[config.mk]
export PLATFORM = sky130hd
export DESIGN_NAME = hdmi_tx
export DESIGN_NICKNAME = d
export VERILOG_FILES = /design/src/rtl/hdmi_tx_pkg.sv /design/src/rtl/hdmi_tx_acr.sv /design/src/rtl/hdmi_tx.sv
export SDC_FILE = /design/constraint.sdc
export NUM_CORES = 1
export LEC_CHECK = 0
export CORE_AREA = 5 5 70 72
export CTS_BUF_LIST = sky130_fd_sc_hd__clkbuf_4 sky130_fd_sc_hd__clkbuf_8
export DETAILED_ROUTE_END_ITERATION = 8
export DIE_AREA = 0 0 75 77
export PLACE_DENSITY = 0.9
export SYNTH_ARGS = -nofsm -noshare
export SYNTH_HDL_FRONTEND = slang
export SYNTH_SLANG_ARGS = --single-unit
[constraint.sdc]
create_clock -name clk_pixel -period 2.7 [get_ports clk_pixel]
set_clock_uncertainty 0.15 [all_clocks]
set_input_delay 0.405 -clock clk_pixel [delete_from_list [all_inputs] [get_ports clk_pixel]]
set_output_delay 0.405 -clock clk_pixel [all_outputs]
set_load 0.02 [all_outputs]
[src/rtl/hdmi_tx_pkg.sv]
// hdmi_tx_pkg: CEA-861 timing table, ACR N lookup and ideal CTS derivation.
// Everything here is evaluated at elaboration; the real arithmetic never reaches hardware.
package hdmi_tx_pkg;

  typedef struct packed {
    logic [11:0] h_active;
    logic [11:0] h_total;
    logic [11:0] h_fp;
    logic [11:0] h_sync;
    logic [10:0] v_active;
    logic [10:0] v_total;
    logic [10:0] v_fp;
    logic [10:0] v_sync;
    logic        sync_pos;
  } vic_timing_t;

  function automatic bit vic_supported(input int vic);
    return (vic == 1) || (vic == 4) || (vic == 16) || (vic == 17);
  endfunction

  function automatic vic_timing_t vic_timing(input int vic);
    vic_timing_t t;
    case (vic)
      4:       t = '{12'd1280, 12'd1650, 12'd110, 12'd40, 11'd720,  11'd750,  11'd5,  11'd5, 1'b1};
      16:      t = '{12'd1920, 12'd2200, 12'd88,  12'd44, 11'd1080, 11'd1125, 11'd4,  11'd5, 1'b1};
      17:      t = '{12'd720,  12'd864,  12'd12,  12'd64, 11'd576,  11'd625,  11'd5,  11'd5, 1'b0};
      default: t = '{12'd640,  12'd800,  12'd16,  12'd96, 11'd480,  11'd525,  11'd10, 11'd2, 1'b0};
    endcase
    return t;
  endfunction

  // Returns 0 for an unsupported rate so the top can reject it.
  function automatic int n_lookup(input int fs);
    int n;
    case (fs)
      32000:   n = 4096;
      44100:   n = 6272;
      48000:   n = 6144;
      88200:   n = 12544;
      96000:   n = 12288;
      176400:  n = 25088;
      192000:  n = 24576;
      default: n = 0;
    endcase
    return n;
  endfunction

  function automatic real pixel_clock_hz(input int vic, input real refresh);
    real f;
    case (vic)
      4:       f = 74.25e6;
      16:      f = 148.5e6;
      17:      f = 27.0e6;
      default: f = 25.2e6;
    endcase
    // 50 Hz formats have no fractional-rate variant.
    if ((vic != 17) && (refresh < 59.97)) f = f / 1.001;
    return f;
  endfunction

  function automatic int cts_ideal(input int vic, input int fs, input real refresh);
    real cts;
    cts = pixel_clock_hz(vic, refresh) * real'(n_lookup(fs)) / (128.0 * real'(fs));
    return $rtoi(cts + 0.5);
  endfunction

endpackage

[src/rtl/hdmi_tx_acr.sv]
// hdmi_tx_acr: audio-sample counter and CTS measurement for Audio Clock Regeneration.
// HDMI_ACR_MEASURE_EN selects the measured CTS; otherwise the ideal constant is sent.
module hdmi_tx_acr #(
  parameter int          N_DIV     = 48,
  parameter logic [19:0] CTS_IDEAL = 20'd25200
) (
  input  logic        clk_pixel,
  input  logic        reset_n,
  input  logic        audio_tick,
  output logic [19:0] acr_cts,
  output logic        acr_valid
);
  localparam int            AW     = $clog2(N_DIV);
  localparam logic [AW-1:0] A_LAST = AW'(N_DIV - 1);

  logic [AW-1:0] audio_cnt_q, audio_cnt_d;
  logic          acr_valid_q, acr_valid_d;
  logic          wrap;

  assign wrap = audio_tick && (audio_cnt_q == A_LAST);

  always_comb begin
    audio_cnt_d = audio_cnt_q;
    if (audio_tick) audio_cnt_d = wrap ? '0 : audio_cnt_q + AW'(1);
    acr_valid_d = wrap;
  end

  always_ff @(posedge clk_pixel or negedge reset_n) begin
    if (!reset_n) begin
      audio_cnt_q <= '0;
      acr_valid_q <= 1'b0;
    end else begin
      audio_cnt_q <= audio_cnt_d;
      acr_valid_q <= acr_valid_d;
    end
  end

  assign acr_valid = acr_valid_q;

`ifdef HDMI_ACR_MEASURE_EN
  logic [19:0] cycle_cnt_q, cycle_cnt_d;
  logic [19:0] acr_cts_q, acr_cts_d;
  logic [19:0] cycle_inc;

  // Saturating so a stalled audio source cannot alias to a small CTS.
  assign cycle_inc = (cycle_cnt_q == '1) ? cycle_cnt_q : cycle_cnt_q + 20'd1;

  always_comb begin
    cycle_cnt_d = wrap ? '0 : cycle_inc;
    acr_cts_d   = wrap ? cycle_inc : acr_cts_q;
  end

  always_ff @(posedge clk_pixel or negedge reset_n) begin
    if (!reset_n) begin
      cycle_cnt_q <= '0;
      acr_cts_q   <= CTS_IDEAL;
    end else begin
      cycle_cnt_q <= cycle_cnt_d;
      acr_cts_q   <= acr_cts_d;
    end
  end

  assign acr_cts = acr_cts_q;
`else
  assign acr_cts = CTS_IDEAL;
`endif

endmodule

[src/rtl/hdmi_tx.sv]
// hdmi_tx: CEA-861 video timing generator plus ACR N/CTS source.
// Define HDMI_ACR_MEASURE_EN to send the measured CTS instead of the ideal constant.
module hdmi_tx
  import hdmi_tx_pkg::*;
#(
  parameter int  VIDEO_ID_CODE      = 1,
  parameter int  AUDIO_RATE         = 48000,
  parameter real VIDEO_REFRESH_RATE = 59.94
) (
  input  logic        clk_pixel,
  input  logic        reset_n,
  input  logic        audio_tick,
  output logic [11:0] cx,
  output logic [10:0] cy,
  output logic        video_active,
  output logic        hsync,
  output logic        vsync,
  output logic [19:0] acr_n,
  output logic [19:0] acr_cts,
  output logic        acr_valid
);
  localparam vic_timing_t TIMING = vic_timing(VIDEO_ID_CODE);
  localparam int          N_VALUE = n_lookup(AUDIO_RATE);
  localparam logic [19:0] CTS_IDEAL = 20'(cts_ideal(VIDEO_ID_CODE, AUDIO_RATE, VIDEO_REFRESH_RATE));

  localparam logic [11:0] H_ACTIVE = TIMING.h_active;
  localparam logic [11:0] H_LAST   = TIMING.h_total - 12'd1;
  localparam logic [11:0] HS_START = TIMING.h_active + TIMING.h_fp;
  localparam logic [11:0] HS_END   = HS_START + TIMING.h_sync;
  localparam logic [10:0] V_ACTIVE = TIMING.v_active;
  localparam logic [10:0] V_LAST   = TIMING.v_total - 11'd1;
  localparam logic [10:0] VS_START = TIMING.v_active + TIMING.v_fp;
  localparam logic [10:0] VS_END   = VS_START + TIMING.v_sync;
  localparam logic        SYNC_POS = TIMING.sync_pos;

  if (!vic_supported(VIDEO_ID_CODE)) begin : g_bad_vic
    $error("hdmi_tx: unsupported VIDEO_ID_CODE %0d", VIDEO_ID_CODE);
  end
  if (N_VALUE == 0) begin : g_bad_rate
    $error("hdmi_tx: unsupported AUDIO_RATE %0d", AUDIO_RATE);
  end

  logic [11:0] cx_q, cx_d;
  logic [10:0] cy_q, cy_d;
  logic        hs_on, vs_on;

  always_comb begin
    cx_d = cx_q + 12'd1;
    cy_d = cy_q;
    if (cx_q == H_LAST) begin
      cx_d = '0;
      cy_d = (cy_q == V_LAST) ? '0 : cy_q + 11'd1;
    end
  end

  always_ff @(posedge clk_pixel or negedge reset_n) begin
    if (!reset_n) begin
      cx_q <= '0;
      cy_q <= '0;
    end else begin
      cx_q <= cx_d;
      cy_q <= cy_d;
    end
  end

  // Decoded straight from the counters so they line up with cx/cy on the same cycle.
  always_comb begin
    hs_on        = (cx_q >= HS_START) && (cx_q < HS_END);
    vs_on        = (cy_q >= VS_START) && (cy_q < VS_END);
    video_active = (cx_q < H_ACTIVE) && (cy_q < V_ACTIVE);
    hsync        = SYNC_POS ? hs_on : !hs_on;
    vsync        = SYNC_POS ? vs_on : !vs_on;
  end

  assign cx    = cx_q;
  assign cy    = cy_q;
  assign acr_n = 20'(N_VALUE);

  hdmi_tx_acr #(
    .N_DIV     (N_VALUE / 128),
    .CTS_IDEAL (CTS_IDEAL)
  ) u_acr (
    .clk_pixel  (clk_pixel),
    .reset_n    (reset_n),
    .audio_tick (audio_tick),
    .acr_cts    (acr_cts),
    .acr_valid  (acr_valid)
  );

endmodule

==> impl_results.md <==
* Outcome: completed
* Worst skew pair latency at approximately 0.28 ns
* Number of synthesized register bits at 30
* Achievable Freq at 399.9 MHz
* WP data required at roughly 2.1 ns
* H-tree Lvls at 2
* Port Buf Inserts at 29
* Syn-to-layout area delta at 17.04%
* Critical path buffers and inverters at 1
* Hold buffers post-CTS at 0
* Post-synth ARST share at between 90% and 100%
* First-pass GRT wire length at between 5000 and 6000 um
* Top cell type's share of synthesized area at around 40%
* Antenna violations before repair at 0
* Drt initial violations at approximately 120
* Remaining antenna violation count at 0
* Max Cap Violations at 0
* Core ar. at approximately 4200 um2
* CP arrival at between 1.5 and 2 ns
* Via count at approximately 1300
* Tmin final at 2.501 ns
* Ports at 70
* Fin nets at approximately 230
* P per Cell Area at 509.8 nW/um2
* Via-to-Cell Ratio at between 4 and 5
* Largest net degree at the start of global routing at 31
* Critical path type: reg -> out
* Initial core utilization at between 40% and 50%
* Netlist cell types at 42
* TNS Setup at 0 ns
* Share of layout cells above drive strength 1 at between 10% and 20%
* Setup Viol. Count Final at 0
* Tcrit/Tclk final at between 90 and 100%
* WL/cell at 12.58 um
* N_diodes at 0
* Final std cells w/o fill at about 270
* CP top delay family: buffers and inverters
* Top cells by area, synth: dfrtp_1 41%, buf_4 16%, xor2_1 4.3%, ha_1 4.1%, nand4_1 3.4%
* Leading area contributor after synthesis: dfrtp_1
* Die height at around 77 um
* CTS Sinks at 30
* Synth Instances at 182
* Peak VDD IR at around 0.22 mV
* Mapped Avg Cell Area at 10.04 um2
* CP max stage delay at approximately 0.62 ns
* Final core occ at 50.53%
* CTS buffer count at 5
* Crit path launch type: flop
* Area after DPL at approximately 2000 um2
* GRT Overall Usage at 12.45%
* Cell chosen for the clock root: clkbuf_8
* Cell area after synthesis at around 1800 um2
* Total gr overflow at 0
* Final wirelength at 3421 um
* Post-synthesis sequential area ratio at between 40% and 50%
* Slew Viols, Final at 0
* Final Cell Area at 2140 um2
* Yosys warns at 0
* Clock buffer depth at 2
* Post-cts repair resize count at 0
* Core Rows at 24
* Die area at 5775 um2
* Max FO, Critical Path at 7
* Worst setup EP type: primary output
* CTS tree: built
* GPL Wtd Cong at 0.8442
* Vias in the first global route at 1160
* Ys flop type: dfrtp_1
* Cells after DPL at ~260
* First-pass detailed-route iteration total at 4
* Post-synth EDFFs at 0
* HPWL after detailed placement at roughly 2600 um
* Die W at between 70 and 80 um
* CTS clk-pin slew, worst paths at about 0.060 ns
* Unrepaired setup endpoints after global routing: no
* Postcts setup bufs at 0
* Fin. Hold Viols at 0
* Final-layout fill cell count at slightly below 400
* Hold Path Class: reg -> reg
* CP max-delay cell: clkdlybuf4s50_1
* Drt drc at 0
* Leakage Power at between 1 and 1.5 nW
* Crit path cell chain: or3_2, nand4_1, clkdlybuf4s50_1
[through the flow]
step	power, mW	hold WS [ns]	worst slack [ns]
floorplan	0.7274	-0.04059	0.4538
CTS	1.105	0.3487	0.1740
global route	1.153	0.3721	0.1166
detailed placement	0.7218	0.3376	0.4762
finish	1.091	0.3515	0.1994
global placement	0.7110	0.3301	0.5282
[cells in the mapped netlist, types with 4 or more instances]
library cell and instances:
buf_4 40, ha_1 6, nand4_1 10, xor2_1 9
dfrtp_1 30, xnor2_1 6, nand2_1 7, inv_1 6
mux2_2 4, o21ai_0 5, nand3_1 5, nor2_1 13
a21oi_1 4
[flip-flops by register name, summed over array words and instances (netlist names)]
signal,cells
u_acr.acr_valid,1
cx,12
cy,11
u_acr.audio_cnt_q,6
[worst register-to-register path, stage by stage, from the launching register on]
cell and delay [ns]:
dfrtp_1 0.45, or4b_4 0.58, or4_4 0.59, nor3_2 0.23, xor2_1 0.16
[layout by cell type, fill, tap and decap left out, types with 5 or more instances in the layout]
| cell type | count |
|---|---|
| conb_1 | 40 |
| dfrtp_1 | 30 |
| clkdlybuf4s50_1 | 29 |
| nor2_1 | 13 |
| nand4_1 | 10 |
| xor2_1 | 9 |
| nand2_1 | 7 |
| inv_1 | 6 |
| xnor2_1 | 6 |
| ha_1 | 6 |
| clkbuf_8 | 6 |
| nand3_1 | 5 |
| o21ai_0 | 5 |
[path summary, 6_finish.rpt]
path / startpoint / endpoint / slack, ns / cells past startpoint
max in group asynchronous: reset_n / cx[2] / 1.76 / 2
min in group asynchronous: reset_n / u_acr.audio_cnt_q[0] / 0.36 / 2
worst min register to register: cx[11] / cx[11] / 0.35 / 1
worst max register to register: cx[5] / cy[8] / 0.46 / 4
worst min-delay path: cx[11] / cx[11] / 0.35 / 1
worst max-delay path: cx[5] / hsync / 0.20 / 3
[per-layer routing]
layer	vias to the layer above	global-route usage (%)	part of all wire, %
li1	626	-	-
met1	592	16.94	44
met2	52	18.03	46
met3	5	4.444	8.9
met4	0	4.448	1.1
met5	-	0	0
[where the power goes]
group / internal, mW / total (mW) / leakage (nW) / switching, mW
Clock: 0.215 / 0.378 / 0.0517 / 0.163
Combinational: 0.0685 / 0.167 / 0.596 / 0.0986
Sequential: 0.497 / 0.545 / 0.392 / 0.0483
Total: 0.781 / 1.09 / 1.04 / 0.310
[kinds of logic (layout without fill, tap and decap cells)]
logic type / Yosys count / in the layout / share of synthesized area (%)
other: 2 / 40 / 0.4108
DFF: 30 / 30 / 41.07
and+or+nand+nor: 58 / 58 / 19.37
muxes: 4 / 4 / 2.464
adders and majority gates: 6 / 6 / 4.107
xor gates and xnor gates: 15 / 15 / 7.187
AOI/OAI and AO/OA: 20 / 20 / 7.119
buffers and inverters: 47 / 47 / 18.28
[layout make-up]
| type | instances | area (um2) | area share (%) |
|---|---|---|---|
| timing repair buffer | 33 | 320.3 | 14.97 |
| multi-input combinational | 143 | 885.9 | 41.40 |
| clock buffer | 7 | 90.09 | 4.211 |
| inverter | 6 | 22.52 | 1.053 |
| sequential | 30 | 750.7 | 35.09 |
| tap | 52 | 65.06 | 3.041 |
| clock inverter | 1 | 5.005 | 0.2339 |
(Power assumes the default switching activity.)
